**src/rtl/sipo_pkg.sv**
```systemverilog
// sipo_pkg: shared types and constants for the serial-to-word collector.
//   sipo_state_e       - collector FSM states
//   SIPO_WIDTH_DEFAULT - default data word width
//   SIPO_QDEPTH        - output queue depth
package sipo_pkg;

    typedef enum logic {
        ST_COLLECT = 1'b0,
        ST_PARITY  = 1'b1
    } sipo_state_e;

    localparam int SIPO_WIDTH_DEFAULT = 4;
    localparam int SIPO_QDEPTH        = 2;

endpackage

```
**src/rtl/sipo_out_queue.sv**
```systemverilog
// sipo_out_queue: 2-entry registered FIFO with valid/ready style pop.
// Ports:
//   clk, rst    - clock, synchronous active-high reset
//   push        - write push_data this cycle
//   push_data   - word to enqueue
//   pop         - remove head this cycle (ignored when empty)
//   dout        - head-of-queue word (registered; holds last value when empty)
//   dout_valid  - queue non-empty
//   full        - both entries occupied
//   drop        - push rejected: full with no pop in the same cycle
module sipo_out_queue
    import sipo_pkg::*;
#(
    parameter int WIDTH = SIPO_WIDTH_DEFAULT
) (
    input  logic             clk,
    input  logic             rst,
    input  logic             push,
    input  logic [WIDTH-1:0] push_data,
    input  logic             pop,
    output logic [WIDTH-1:0] dout,
    output logic             dout_valid,
    output logic             full,
    output logic             drop
);

    localparam int CNT_W = $clog2(SIPO_QDEPTH + 1);
    localparam logic [CNT_W-1:0] CNT_FULL = CNT_W'(SIPO_QDEPTH);

    logic [WIDTH-1:0] head_q, head_d;
    logic [WIDTH-1:0] tail_q, tail_d;
    logic [CNT_W-1:0] cnt_q, cnt_d;
    logic             do_pop;

    always_comb begin
        head_d = head_q;
        tail_d = tail_q;
        cnt_d  = cnt_q;
        drop   = 1'b0;
        do_pop = pop && (cnt_q != '0);
        case (cnt_q)
            CNT_W'(0): begin
                if (push) begin
                    head_d = push_data;
                    cnt_d  = CNT_W'(1);
                end
            end
            CNT_W'(1): begin
                if (push && do_pop) begin
                    head_d = push_data;
                end else if (do_pop) begin
                    // head keeps the popped word so dout holds it while empty
                    cnt_d = CNT_W'(0);
                end else if (push) begin
                    tail_d = push_data;
                    cnt_d  = CNT_W'(2);
                end
            end
            default: begin
                if (do_pop) begin
                    head_d = tail_q;
                    if (push) tail_d = push_data;
                    else      cnt_d  = CNT_W'(1);
                end else if (push) begin
                    drop = 1'b1;
                end
            end
        endcase
    end

    always_ff @(posedge clk) begin
        if (rst) begin
            head_q <= '0;
            tail_q <= '0;
            cnt_q  <= '0;
        end else begin
            head_q <= head_d;
            tail_q <= tail_d;
            cnt_q  <= cnt_d;
        end
    end

    assign dout       = head_q;
    assign dout_valid = (cnt_q != '0);
    assign full       = (cnt_q == CNT_FULL);

endmodule

```
**src/rtl/sipo_word_collector.sv**
```systemverilog
// sipo_word_collector: shifts qualified serial bits into WIDTH-bit words
// (first bit lands in the LSB) and queues completed words in a 2-entry
// output FIFO drained by dout_valid/dout_ready.
// Build option: PARITY_CHECK_EN - each word is followed by an even-parity
// bit; parity_err pulses for one cycle when a pushed word fails. Without it
// parity_err is tied to 0.
// Ports:
//   clk, rst     - clock, synchronous active-high reset
//   din          - serial data bit
//   din_valid    - din qualified this cycle
//   frame_sync   - discard partial word, restart bit count
//   dout         - head-of-queue word
//   dout_valid   - queue non-empty
//   dout_ready   - consumer accepts head this cycle
//   overflow     - sticky: a completed word was dropped (cleared by rst)
//   parity_err   - one-cycle pulse aligned with the word reaching the queue
module sipo_word_collector
    import sipo_pkg::*;
#(
    parameter int WIDTH = SIPO_WIDTH_DEFAULT
) (
    input  logic             clk,
    input  logic             rst,
    input  logic             din,
    input  logic             din_valid,
    input  logic             frame_sync,
    output logic [WIDTH-1:0] dout,
    output logic             dout_valid,
    input  logic             dout_ready,
    output logic             overflow,
    output logic             parity_err
);

    localparam int CNT_W = $clog2(WIDTH + 1);
    localparam logic [CNT_W-1:0] LAST_BIT = CNT_W'(WIDTH - 1);

    sipo_state_e      state_q, state_d;
    logic [WIDTH-1:0] shreg_q, shreg_d;
    logic [CNT_W-1:0] bit_cnt_q, bit_cnt_d;
    logic             overflow_q, overflow_d;
    logic [WIDTH-1:0] shifted;
    logic             push;
    logic [WIDTH-1:0] push_data;
    logic             pop;
    logic             q_full;
    logic             q_drop;

    always_comb begin
        shifted   = {din, shreg_q[WIDTH-1:1]};
        shreg_d   = shreg_q;
        bit_cnt_d = bit_cnt_q;
        state_d   = state_q;
        push      = 1'b0;
        push_data = shifted;
        if (frame_sync) begin
            // Resync: a bit arriving with frame_sync is bit 0 of the new word.
            state_d   = ST_COLLECT;
            bit_cnt_d = '0;
            if (din_valid) begin
                shreg_d   = shifted;
                bit_cnt_d = CNT_W'(1);
            end
        end else if (din_valid) begin
            case (state_q)
                ST_COLLECT: begin
                    shreg_d = shifted;
                    if (bit_cnt_q == LAST_BIT) begin
                        bit_cnt_d = '0;
`ifdef PARITY_CHECK_EN
                        state_d = ST_PARITY;
`else
                        push = 1'b1;
`endif
                    end else begin
                        bit_cnt_d = bit_cnt_q + 1'b1;
                    end
                end
                default: begin
                    // Parity bit is not shifted in; the word already sits in shreg.
`ifdef PARITY_CHECK_EN
                    push      = 1'b1;
                    push_data = shreg_q;
`endif
                    state_d = ST_COLLECT;
                end
            endcase
        end
    end

    assign pop = dout_valid & dout_ready;

    // drop only ever asserts while full; qualifying by full keeps intent explicit
    assign overflow_d = overflow_q | (q_drop & q_full);

    always_ff @(posedge clk) begin
        if (rst) begin
            state_q    <= ST_COLLECT;
            shreg_q    <= '0;
            bit_cnt_q  <= '0;
            overflow_q <= 1'b0;
        end else begin
            state_q    <= state_d;
            shreg_q    <= shreg_d;
            bit_cnt_q  <= bit_cnt_d;
            overflow_q <= overflow_d;
        end
    end

`ifdef PARITY_CHECK_EN
    logic parity_err_q, parity_err_d;

    // Even parity: XOR of data bits and parity bit must be 0.
    assign parity_err_d = push & (^{shreg_q, din});

    always_ff @(posedge clk) begin
        if (rst) parity_err_q <= 1'b0;
        else     parity_err_q <= parity_err_d;
    end

    assign parity_err = parity_err_q;
`else
    assign parity_err = 1'b0;
`endif

    assign overflow = overflow_q;

    sipo_out_queue #(.WIDTH(WIDTH)) u_queue (
        .clk        (clk),
        .rst        (rst),
        .push       (push),
        .push_data  (push_data),
        .pop        (pop),
        .dout       (dout),
        .dout_valid (dout_valid),
        .full       (q_full),
        .drop       (q_drop)
    );

endmodule

```
**config.mk**
```make
export PLATFORM = sky130hd
export DESIGN_NAME = sipo_word_collector
export DESIGN_NICKNAME = d
export VERILOG_FILES = /design/src/rtl/sipo_pkg.sv /design/src/rtl/sipo_out_queue.sv /design/src/rtl/sipo_word_collector.sv
export SDC_FILE = /design/constraint.sdc
export NUM_CORES = 1
export LEC_CHECK = 0
export ABC_AREA = 1
export CAP_MARGIN = 20
export CELL_PAD_IN_SITES_DETAIL_PLACEMENT = 2
export CELL_PAD_IN_SITES_GLOBAL_PLACEMENT = 2
export CORE_ASPECT_RATIO = 0.75
export CORE_MARGIN = 2
export CORE_UTILIZATION = 31
export DETAILED_ROUTE_END_ITERATION = 7
export GPL_TIMING_DRIVEN = 0
export HOLD_SLACK_MARGIN = 0.02
export PLACE_DENSITY = 0.8
export SLEW_MARGIN = 10
export SYNTH_ARGS = -nofsm -noshare
export SYNTH_HDL_FRONTEND = slang
export SYNTH_SLANG_ARGS = --single-unit
```
**constraint.sdc**
```tcl
create_clock -name clk -period 3 [get_ports clk]
set_input_delay 0.6 -clock clk [delete_from_list [all_inputs] [get_ports clk]]
set_output_delay 0.6 -clock clk [all_outputs]
set_load 0.01 [all_outputs]
```
; Yosys cells after proc, flatten, opt, wreduce, memory -nomap -nowiden
; Cells that the tools add are included.
[totals]
rom_bits = 0
mem_bits_rw = 0
out_inout_bits = 7
inputBits = 6
ff_bits = 18
memories = 0
wordCells = 58
latch_bits = 0
[op_classes]
addsub = 1
n_lt_le_gt_ge = 0
multipliers = 0
eq_ne = 9
n_shift = 0
bitwise = 4
reduce_logical = 11
n_mux = 27
div = 0
[ops]
columns = cell, count
row1 = 2-to-1 mux 4 bit, 8
row2 = one-hot mux 4 bit (2 select lines), 2
row3 = 2-to-1 mux 2 bit, 6
row4 = 2-to-1 mux 3 bit, 3
row5 = 2-to-1 mux 1 bit, 7
row6 = nonzero test 2 bit, 3
row7 = AND reduction 5 bit, 1
row8 = inequality test 2 x 1 -> 1 bit (second input constant), 2
row9 = inequality test 2 bit (second input constant), 2
row10 = one-hot mux 2 bit (2 select lines), 1
row11 = AND reduction 4 bit, 1
row12 = adder 3 x 1 -> 3 bit (second input constant), 1
row13 = equality test 3 x 2 -> 1 bit (second input constant), 1
row14 = inequality test 3 x 1 -> 1 bit (second input constant), 1
row15 = inequality test 3 bit (second input constant), 1
row16 = AND reduction 3 bit, 1
row17 = nonzero test 3 bit, 1
row18 = bitwise AND 1 bit, 2
row19 = equality test 2 x 1 -> 1 bit (second input constant), 1
row20 = equality test 2 bit (second input constant), 1
row21 = logical AND 1 bit, 2
row22 = zero test 2 bit, 1
row23 = OR reduction 2 bit, 1
row24 = inverter 1 bit, 1
row25 = OR 1 bit, 1

; Logic depth before layout (Yosys ltp)
[logic_depth]
ltp_word = 9
depth_mapped = 9
depth_no_buf = 9

; Hierarchy
; Synthesis repeated with hierarchy kept, for this count alone.
[unflattened]
hier_cells = 127
area_unflattened_um2 = 850.8
[by_module_without_submodules]
columns = module, area_per_inst_um2, cells_per_inst, seq_area_each_um2, instances
row1 = sipo_out_queue, 549.3, 83, 200.2, 1
row2 = sipo_word_collector, 301.5, 44, 140.1, 1

; Worst setup path after synthesis
; Ideal clock, no wire load.
[synth_path]
kind = input to register
startpoint = input port dout_ready
endpoint = register u_queue.tail_q[0]
cell_stages = 9
setup_ns = 0.064
setup_slack_ns = 1.370
path_buffers = 0
t_required_ns = 2.936
arrival_time_ns = 1.566
cell_sequence = inv_1 -> nor2_2 -> inv_1 -> ha_1 -> nor2_8 -> nand2_2 -> nor2_4 -> nor2_1 -> nor2_1
[synth_between]
elab_chain_cells = 5
word_cells_on_any_way = 7
classes_between = eq/ne (2) / bitwise (1) / reduce/logical (4)
[synth_lines]
columns = item, line_no
row1 = "start, declared", sipo_word_collector.sv:29  ; input logic dout_ready,
row2 = bitwise AND 1 bit (*), sipo_word_collector.sv:90  ; assign pop = dout_valid & dout_ready;
row3 = logical AND 1 bit (*), sipo_out_queue.sv:40  ; do_pop = pop && (cnt_q != '0);
row4 = logical AND 1 bit, sipo_out_queue.sv:49  ; if (push && do_pop) begin
row5 = inequality test 2 bit (no line), -
row6 = AND reduction 4 bit (no line) (*), -
row7 = "end signal, assigned", sipo_out_queue.sv:78  ; tail_q <= tail_d;
row8 = "end, declared", sipo_out_queue.sv:31  ; logic [WIDTH-1:0] tail_q, tail_d;
; Every way passes the cells marked *; elsewhere a longest branch is shown, timed or not.
; A chain may end at the register's enable or synchronous reset.

; Final worst setup path
[layout_path]
startpoint = input port dout_ready
endpoint = register u_queue.tail_q[3]
; Same word-level chain as after synthesis.

==> impl_metrics.yaml <==
outcome:
  outcome: "completed"
yosys:
  postSynthAreaPerCell_sq_um: 7.24
  synthFlopType: "dfxtp_1"
  yosysUniqueCellTypes: 20
  netlist.area_leader.share: 0.382
  synth_edf_count: 0
  synth_cells: 123
  synthArstFlopShare: 0
  synthTopCellsByArea: "dfxtp_1, a21oi_1, nor2_1, nand2_1, inv_1"
  synth_commonest_cells: "nor2_1, nand2_1, dfxtp_1"
  synth_area_leader_cell: "dfxtp_1"
  synth-seq-area-share: 0.382
  syn_nets: 131
  yosys.cell_count.top_type: "nor2_1"
  yosysWarnings: 0
  netlist_area_sq_um: 891
  synth_seq_cells: 17
placement:
  hpwl_um: 1930
  gp_congestion: 0.748
  port_buffers: 10
clocking:
  cts.sinks: 17
  cts_resized: 0
  htreeDepth: 1
  cts_setup_buffers: 0
  cts_buffer_depth: 2
  ctsRootBufferMaster: "clkbuf_8"
  cts-buffers-inserted: 3
  hold_buffers: 0
  clkLatencyLatePin_ps: 250
  cts_tree: "yes"
  clk_pin_slew_ps: 70
power:
  irDropWorstVdd_mv: 0.216
  power_density_nw_per_um2: 413
  p_leak_nw: 0.493
critical_path:
  end_kind: "flip-flop"
  crit_arrival_ps: 2320
  path_max_fanout: 5
  crit_path_top_delay_cell: "clkdlybuf4s50_1"
  cp-start-kind: "primary input"
  worst_ep_required_time_ps: 3190
  r2r-end: "u_queue.tail_q[3]"
  rrSetupSlack_ps: 1280
  max_stage_delay_ps: 520
  cp_cell_sequence: "clkdlybuf4s50_1, inv_1, nor2_2, inv_1, ha_1, nor2_8, nand2_2, nor2_4, nor2_1, nor2_1"
  reg2regPathDepth: 9
  reg2reg_from: "u_queue.cnt_q[1]"
  path_class: "primary input to flip-flop"
route:
  wl_per_cell_um: 14.3
  routed_wl_um: 2470
  num_vias: 828
  via_per_inst: 4.79
  drc: 0
  drtPass1Iterations: 7
  postRouteAntennaNets: 0
  drt_iter0_markers: 12
floorplan:
  start_util: 0.335
  die_h_um: 50.4
  io_pins: 13
  rows: 16
  die_x_um: 65.9
  die_area_sq_um: 3320
  core-area_sq_um: 2660
global_routing:
  grt-ovfl-total: 0
  grt_pass1_vias: 890
  antenna_found_initial: 0
  gr-usage-all-layers: 0.164
  grt_max_degree: 11
  grt_pass1_wl_um: 4130
sta:
  finalHoldViolCount: 0
  fin_skew_ps: 4.65
  fmax_mhz: 471
  hold_ws_ps: 458
  fin_crit_sh: 0.708
  fin_tns_setup_ps: 0
  final_max_slew_viol_count: 0
  layout_min_cycle_time_ps: 2120
  finalSetupViolations: 0
  rsz0062_at_grt: "false"
layout:
  drive_gt1_frac: 0.175
  antenna_cells: 0
  finish.utilization: 0.406
  n_fill_cell: 309
  nets: 146
  syn_to_final_growth_pct: 21.5
worst_hold_path:
  hp-start: "overflow"
  hp-class: "flip-flop to flip-flop"
  whs_path_depth: 2
  worstHoldEndpoint: "overflow"
flow_run:
  cap_viol_max_count: 0
## stage by stage
step	area, sq um	std cells	worst slack (ps)	power (mW)
floorplan	891	123	1370	0.262
global placement	1040	169	704	0.274
detailed placement	1040	169	624	0.277
CTS	1080	173	854	0.455
global route	1080	173	757	0.472
finish	1080	173	876	0.447
## placed cells by master, fill, tap and decap left out, drive strengths merged, types with 4 or more instances in the layout
| cell type | netlist | final |
|---|---|---|
| nand3 | 6 | 6 |
| inv | 17 | 17 |
| nand4 | 5 | 5 |
| clkdlybuf4s50 | 0 | 10 |
| nand2 | 24 | 24 |
| buf | 4 | 4 |
| a21oi | 16 | 16 |
| dfxtp | 17 | 17 |
| nor2 | 26 | 26 |
## per-layer routing
layer	track usage	vias to the layer above	part of all wire
met4	0.0104	0	0
li1	-	417	-
met1	0.196	399	0.44
met3	0.0404	0	0.032
met5	0	-	0
met2	0.308	12	0.53
## power breakdown
group	switching [mW]	internal, mW
clock	0.0831	0.0922
sequential	0.00252	0.230
combinational	0.0241	0.0155
## worst max path at each step
stage / start / end / slack [ps] / cells after the start
2_1_floorplan: dout_ready / u_queue.tail_q[0] / 1370 / 9
3_3_place_gp: dout_ready / u_queue.tail_q[2] / 700 / 10
3_5_place_dp: dout_ready / u_queue.tail_q[3] / 620 / 10
4_1_cts: dout_ready / u_queue.tail_q[3] / 850 / 10
5_1_grt: dout_ready / u_queue.tail_q[3] / 760 / 10
6_report: dout_ready / u_queue.tail_q[3] / 880 / 10
## logic make-up after synthesis
family          synth area share
fa+ha+maj                 0.0281
buf+inv                    0.103
flops                      0.382
compound gates             0.115
simple gates               0.368
other cells              0.00421
## cell type report
class                      count  area (sq um)  share of cell area
multi-input combinational     85           459               0.424
clock buffer                   3          41.3              0.0382
buffer                         4          27.5              0.0254
tap                           36          45.0              0.0416
sequential                    17           340               0.314
clock inverter                 1          5.00             0.00462
timing repair buffer          10           100              0.0925
inverter                      17          63.8              0.0590
## flip-flops by register name, summed over array words and instances, names as in the netlist
signal and cells:
overflow 1, u_queue.cnt_q 2, bit_cnt_q 3, u_queue.tail_q 4, shreg_q 3, u_queue.dout 4
## worst max-delay path, delay by kind of cell
kind,cells,cell delay (ps)
and+or+nand+nor,6,700
adders and majority gates,1,340
buffers and inverters,3,670
No activity file was read; power rests on OpenSTA's default activity.
